File: config.mk
export PLATFORM = sky130hd
export DESIGN_NAME = ext_bus_responder
export DESIGN_NICKNAME = d
export VERILOG_FILES = /design/src/rtl/ext_bus_responder.sv
export SDC_FILE = /design/constraint.sdc
export NUM_CORES = 1
export LEC_CHECK = 0
export CAP_MARGIN = 15
export CORE_MARGIN = 2
export CORE_UTILIZATION = 30
export CTS_BUF_LIST = sky130_fd_sc_hd__clkbuf_2 sky130_fd_sc_hd__clkbuf_4 sky130_fd_sc_hd__clkbuf_8
export CTS_CLUSTER_SIZE = 30
export DETAILED_ROUTE_END_ITERATION = 12
export GPL_ROUTABILITY_DRIVEN = 0
export GPL_TIMING_DRIVEN = 0
export PLACE_DENSITY = 0.57
export SLEW_MARGIN = 20
export SYNTH_ARGS = -nofsm -noshare
export SYNTH_HDL_FRONTEND = slang
export SYNTH_SLANG_ARGS = --single-unit
File: constraint.sdc
create_clock -name clk -period 4.4 [get_ports clk]
set_input_delay 0.44 -clock clk [delete_from_list [all_inputs] [get_ports clk]]
set_output_delay 0.44 -clock clk [all_outputs]
set_load 0.05 [all_outputs]
File: src/rtl/ext_bus_responder.sv
// External-bus slave: synchronizes multiplexed-bus strobes, latches the address and
// sequences reads/writes to a backing store. Define XBUS_WRITE_EN to build the write path.
module ext_bus_responder #(
  parameter int SYNC_STAGES = 2
) (
  input  logic        clk,
  input  logic        rst,
  input  logic        ale,
  input  logic        psen_n,
  input  logic        rd_n,
  input  logic        wr_n,
  input  logic [7:0]  p0_in,
  input  logic [7:0]  p2_in,
  output logic [7:0]  p0_out,
  output logic        p0_oe,
  output logic        mem_rd_en,
  output logic        mem_wr_en,
  output logic        mem_code,
  output logic [15:0] mem_addr,
  output logic [7:0]  mem_wr_data,
  input  logic [7:0]  mem_rd_data,
  output logic        bus_err
);

  localparam logic [2:0] IDLE    = 3'd0;
  localparam logic [2:0] ADDR    = 3'd1;
  localparam logic [2:0] READY   = 3'd2;
  localparam logic [2:0] RD_REQ  = 3'd3;
  localparam logic [2:0] RD_WAIT = 3'd4;
  localparam logic [2:0] DRIVE   = 3'd5;
`ifdef XBUS_WRITE_EN
  localparam logic [2:0] WR_CAP  = 3'd6;
`endif

  logic [SYNC_STAGES-1:0] ale_sy, psen_sy, rd_sy, wr_sy;
  logic       psen_d, rd_d;
  logic [7:0] p0_q, p2_q;
  logic [2:0] state;
  logic       oe_q, rd_en_q;
  logic       ale_s, psen_s, rd_s, wr_s;
  logic       psen_fall, rd_fall, conflict;

  always_ff @(posedge clk or negedge rst) begin
    if (!rst) begin
      ale_sy  <= '0;
      psen_sy <= '1;
      rd_sy   <= '1;
      wr_sy   <= '1;
      psen_d  <= 1'b1;
      rd_d    <= 1'b1;
      p0_q    <= 8'h00;
      p2_q    <= 8'h00;
    end else begin
      ale_sy  <= {ale_sy[SYNC_STAGES-2:0], ale};
      psen_sy <= {psen_sy[SYNC_STAGES-2:0], psen_n};
      rd_sy   <= {rd_sy[SYNC_STAGES-2:0], rd_n};
      wr_sy   <= {wr_sy[SYNC_STAGES-2:0], wr_n};
      psen_d  <= psen_s;
      rd_d    <= rd_s;
      p0_q    <= p0_in;
      p2_q    <= p2_in;
    end
  end

  assign ale_s     = ale_sy[SYNC_STAGES-1];
  assign psen_s    = psen_sy[SYNC_STAGES-1];
  assign rd_s      = rd_sy[SYNC_STAGES-1];
  assign wr_s      = wr_sy[SYNC_STAGES-1];
  assign psen_fall = psen_d & ~psen_s;
  assign rd_fall   = rd_d & ~rd_s;
  assign conflict  = (~psen_s & ~rd_s) | (~psen_s & ~wr_s) | (~rd_s & ~wr_s);

`ifdef XBUS_WRITE_EN
  logic       wr_en_q;
  logic [7:0] wr_data_q;
  assign mem_wr_en   = wr_en_q & ~conflict;
  assign mem_wr_data = wr_data_q;
`else
  assign mem_wr_en   = 1'b0;
  assign mem_wr_data = 8'h00;
`endif

  always_ff @(posedge clk or negedge rst) begin
    if (!rst) begin
      state    <= IDLE;
      p0_out   <= 8'h00;
      oe_q     <= 1'b0;
      rd_en_q  <= 1'b0;
      mem_code <= 1'b0;
      mem_addr <= 16'h0000;
      bus_err  <= 1'b0;
`ifdef XBUS_WRITE_EN
      wr_en_q   <= 1'b0;
      wr_data_q <= 8'h00;
`endif
    end else begin
      rd_en_q <= 1'b0;
`ifdef XBUS_WRITE_EN
      wr_en_q <= 1'b0;
`endif
      if (state == ADDR) mem_addr <= {p2_q, p0_q};
      // Conflict outranks everything, then an address phase aborts any access.
      if (conflict) begin
        bus_err <= 1'b1;
        oe_q    <= 1'b0;
        state   <= IDLE;
      end else if (ale_s) begin
        oe_q  <= 1'b0;
        state <= ADDR;
      end else begin
        case (state)
          ADDR: state <= READY;
          READY: begin
            if (psen_fall) begin
              state    <= RD_REQ;
              mem_code <= 1'b1;
              rd_en_q  <= 1'b1;
            end else if (rd_fall) begin
              state    <= RD_REQ;
              mem_code <= 1'b0;
              rd_en_q  <= 1'b1;
            end
`ifdef XBUS_WRITE_EN
            else if (!wr_s) begin
              state     <= WR_CAP;
              wr_data_q <= p0_q;
            end
`endif
          end
          RD_REQ: state <= RD_WAIT;
          RD_WAIT: begin
            p0_out <= mem_rd_data;
            oe_q   <= 1'b1;
            state  <= DRIVE;
          end
          DRIVE: begin
            // Level test so a strobe released before DRIVE still ends the cycle.
            if (mem_code ? psen_s : rd_s) begin
              oe_q  <= 1'b0;
              state <= READY;
            end
          end
`ifdef XBUS_WRITE_EN
          WR_CAP: begin
            if (!wr_s) begin
              wr_data_q <= p0_q;
            end else begin
              wr_en_q  <= 1'b1;
              mem_code <= 1'b0;
              state    <= READY;
            end
          end
`endif
          default: state <= IDLE;
        endcase
      end
    end
  end

  assign mem_rd_en = rd_en_q & ~conflict;
  assign p0_oe     = oe_q & ~ale_s & ~conflict;

endmodule

==> flow_summary.toml <==
[status]
status = "completed"

[setup_path]
cp-end-kind = "primary output"
worst-endpoint-required_ns = 3.96
critPathMaxFanout = 5
critPathLaunchType = "register"
critical_path_class = "register to primary output"
arrival_ns = 2.23

[final_layout]
diodes = 0
area.growth.synth_to_final_pct = 47.43
ff_latch_area_um2 = 1436
multiInputGateArea_um2 = 485.5
fin_nets = 225
drive_gt1_share_pct = 33.00
fillers = 558

[route]
drtIter0Drc = 41
ant_nets = 0
vias = 1158
route.detailed.drc = 0
wl_met3_um = 350
top_layer_used = "met4"
wire_per_inst_um = 12.84
first_pass_iters = 2
met1Wirelength_mm = 1.434
finalWirelength_mm = 3.557
viasPerCell = 4.181
routed-wl-met2_mm = 1.714

[clock_tree]
cts_num_sinks = 57
post-cts-setup-buffers = 0
cts_hold_buf = 0
cts_tree = "yes"
clk_path_buf_depth = 2
cts_buffers = 9
clockRootBuffer = "clkbuf_8"
insertion_delay_ns = 0.32
path_clk_slew_ns = 0.06
cts-htree-levels = 3
postCtsResizedCells = 0

[grt]
grt_pass1_wl_mm = 5.906
grt_pass1_vias = 1316
grt_max_degree = 58
grt.total_usage_pct = 10.81
antenna_found_initial = 0
globalRouteOverflowTotal = 0

[timing]
finalHoldViolCount = 0
max_slew.worst_pin.slew_ns = 0.6889
finalSetupViolCount = 0
slew_viol_final = 0
whs_ns = 0.1552
fin_skew_ns = 0.005713
min_period_over_period_pct = 60.76
fmax_ghz = 0.3740
setup_tns_ns = 0
rsz0062_at_grt = "no"
relSlewSlack_pct = 54.07
min_period_ns = 2.674

[hold_path]
hp-class = "primary input to async pin"

[placed_design]
hpwlAfterDp_mm = 2.496
io_buffers = 57

[floorplanning]
start_util_pct = 31.03
chipWidth_um = 85.05
boundaryPins = 67
coreArea_um2 = 6350
placementRows = 29
dieArea_um2 = 7234
die_height_um = 85.05

[yosys]
synth_top_area_share_pct = 62.22
synth_common_cells = "dfrtp_1 (49), mux2_2 (25), buf_4 (10)"
synth_cell_types = 23
ys.flop_type = "dfrtp_1"
yosysWarnings = 0
synth_area_leaders = "dfrtp_1 (62%), mux2_2 (14%), dfstp_2 (11%)"
ys_seq_elements = 57
synth-async-reset-ratio_pct = 100.0
syn_inst = 119
yosysMostFrequentCell = "dfrtp_1"
synth.avg_cell_area_um2 = 16.56
synth_edf_count = 0
syn_area_um2 = 1971
yosysSeqAreaShare_pct = 72.89
yosysTopAreaCell = "dfrtp_1"

[pwr]
p_leak_nw = 1.253
powerDensity_nw_per_um2 = 507.1
ir_drop_v = 0.0002695

[flow_run]
drv_cap = 0
## power by group
group	total (W)	internal (W)	switching, W
clock	0.000567	0.000378	0.000189
sequential	0.000599	0.000575	0.0000241
combinational	0.000307	0.000118	0.000189
total	0.00147	0.00107	0.000402
## metrics by stage
stage                     setup WS (ns)  total power, W  util [%]  cells  area (um^2)
after detailed placement          2.047       0.0009173     41.97    261         2665
after global placement            1.396       0.0009125     42.01    261         2668
after global routing              1.605        0.001536     45.75    277         2905
after CTS                         1.686        0.001494     45.75    277         2905
after floorplan                   2.624       0.0007964         -    127         2001
final                             1.726        0.001473     45.75    277         2905
## metal layers
| layer | global-route usage [%] | vias up |
|---|---|---|
| li1 | - | 537 |
| met1 | 11.31 | 563 |
| met2 | 17.33 | 51 |
| met3 | 4.669 | 7 |
| met4 | 7.792 | 0 |
| met5 | 0 | - |
## cells in the final DEF, fill, tap and decap left out, types with 3 or more instances in the layout
master	instances
buf_4	11
nand2b_1	3
dfrtp_1	49
dfstp_2	8
mux2_2	25
conb_1	9
nor2_1	4
clkdlybuf4s50_1	56
clkbuf_8	12
## path summary, 6_finish.rpt
kind | from | endpoint | slack [ns] | cells past startpoint
worst max-delay path | psen_sy[1] | p0_oe | 1.73 | 4
worst min-delay path | rst | p2_q[3] | 0.16 | 1
worst max register to register | psen_sy[1] | mem_code | 2.71 | 4
worst min register to register | ale_sy[0] | ale_sy[1] | 0.35 | 0
max in group asynchronous | rst | p0_out[1] | 3.78 | 1
min in group clk | ale_sy[0] | ale_sy[1] | 0.35 | 0
## state kept, by name, summed over array words and instances (netlist names), 2 cells and up
| name | cells |
|---|---|
| ale_sy | 2 |
| mem_addr | 16 |
| p0_out | 8 |
| p0_q | 8 |
| p2_q | 8 |
| psen_sy | 2 |
| rd_sy | 2 |
| state | 3 |
| wr_sy | 2 |
## logic make-up (layout without fill, tap and decap cells)
logic type	Yosys count	count (layout)	synth area share, %
flip-flops	57	57	72.89
multiplexers	25	25	14.29
AND/OR/NAND/NOR	18	18	5.461
buffers and inverters	11	84	4.000
AO/OA/AOI/OAI	6	6	2.603
adder cells (fa/ha/maj)	1	1	0.5714
other	1	9	0.1903
## final cells by class
cell class	count	share of cell area, %
plain buffers	10	2.584
clock buffers	14	6.202
clock inverters	2	2.067
inverters	1	0.1292
multi-input cells	59	16.71
flip-flops and latches	57	49.44
well taps	77	3.316
repair buffers	57	19.55
## critical path: stages (launching register included)
cell	delay [ns]
dfstp_2	0.56
maj3_2	0.25
and2b_4	0.18
and2_1	0.12
clkdlybuf4s50_1	0.80
(Power assumes the default switching activity.)
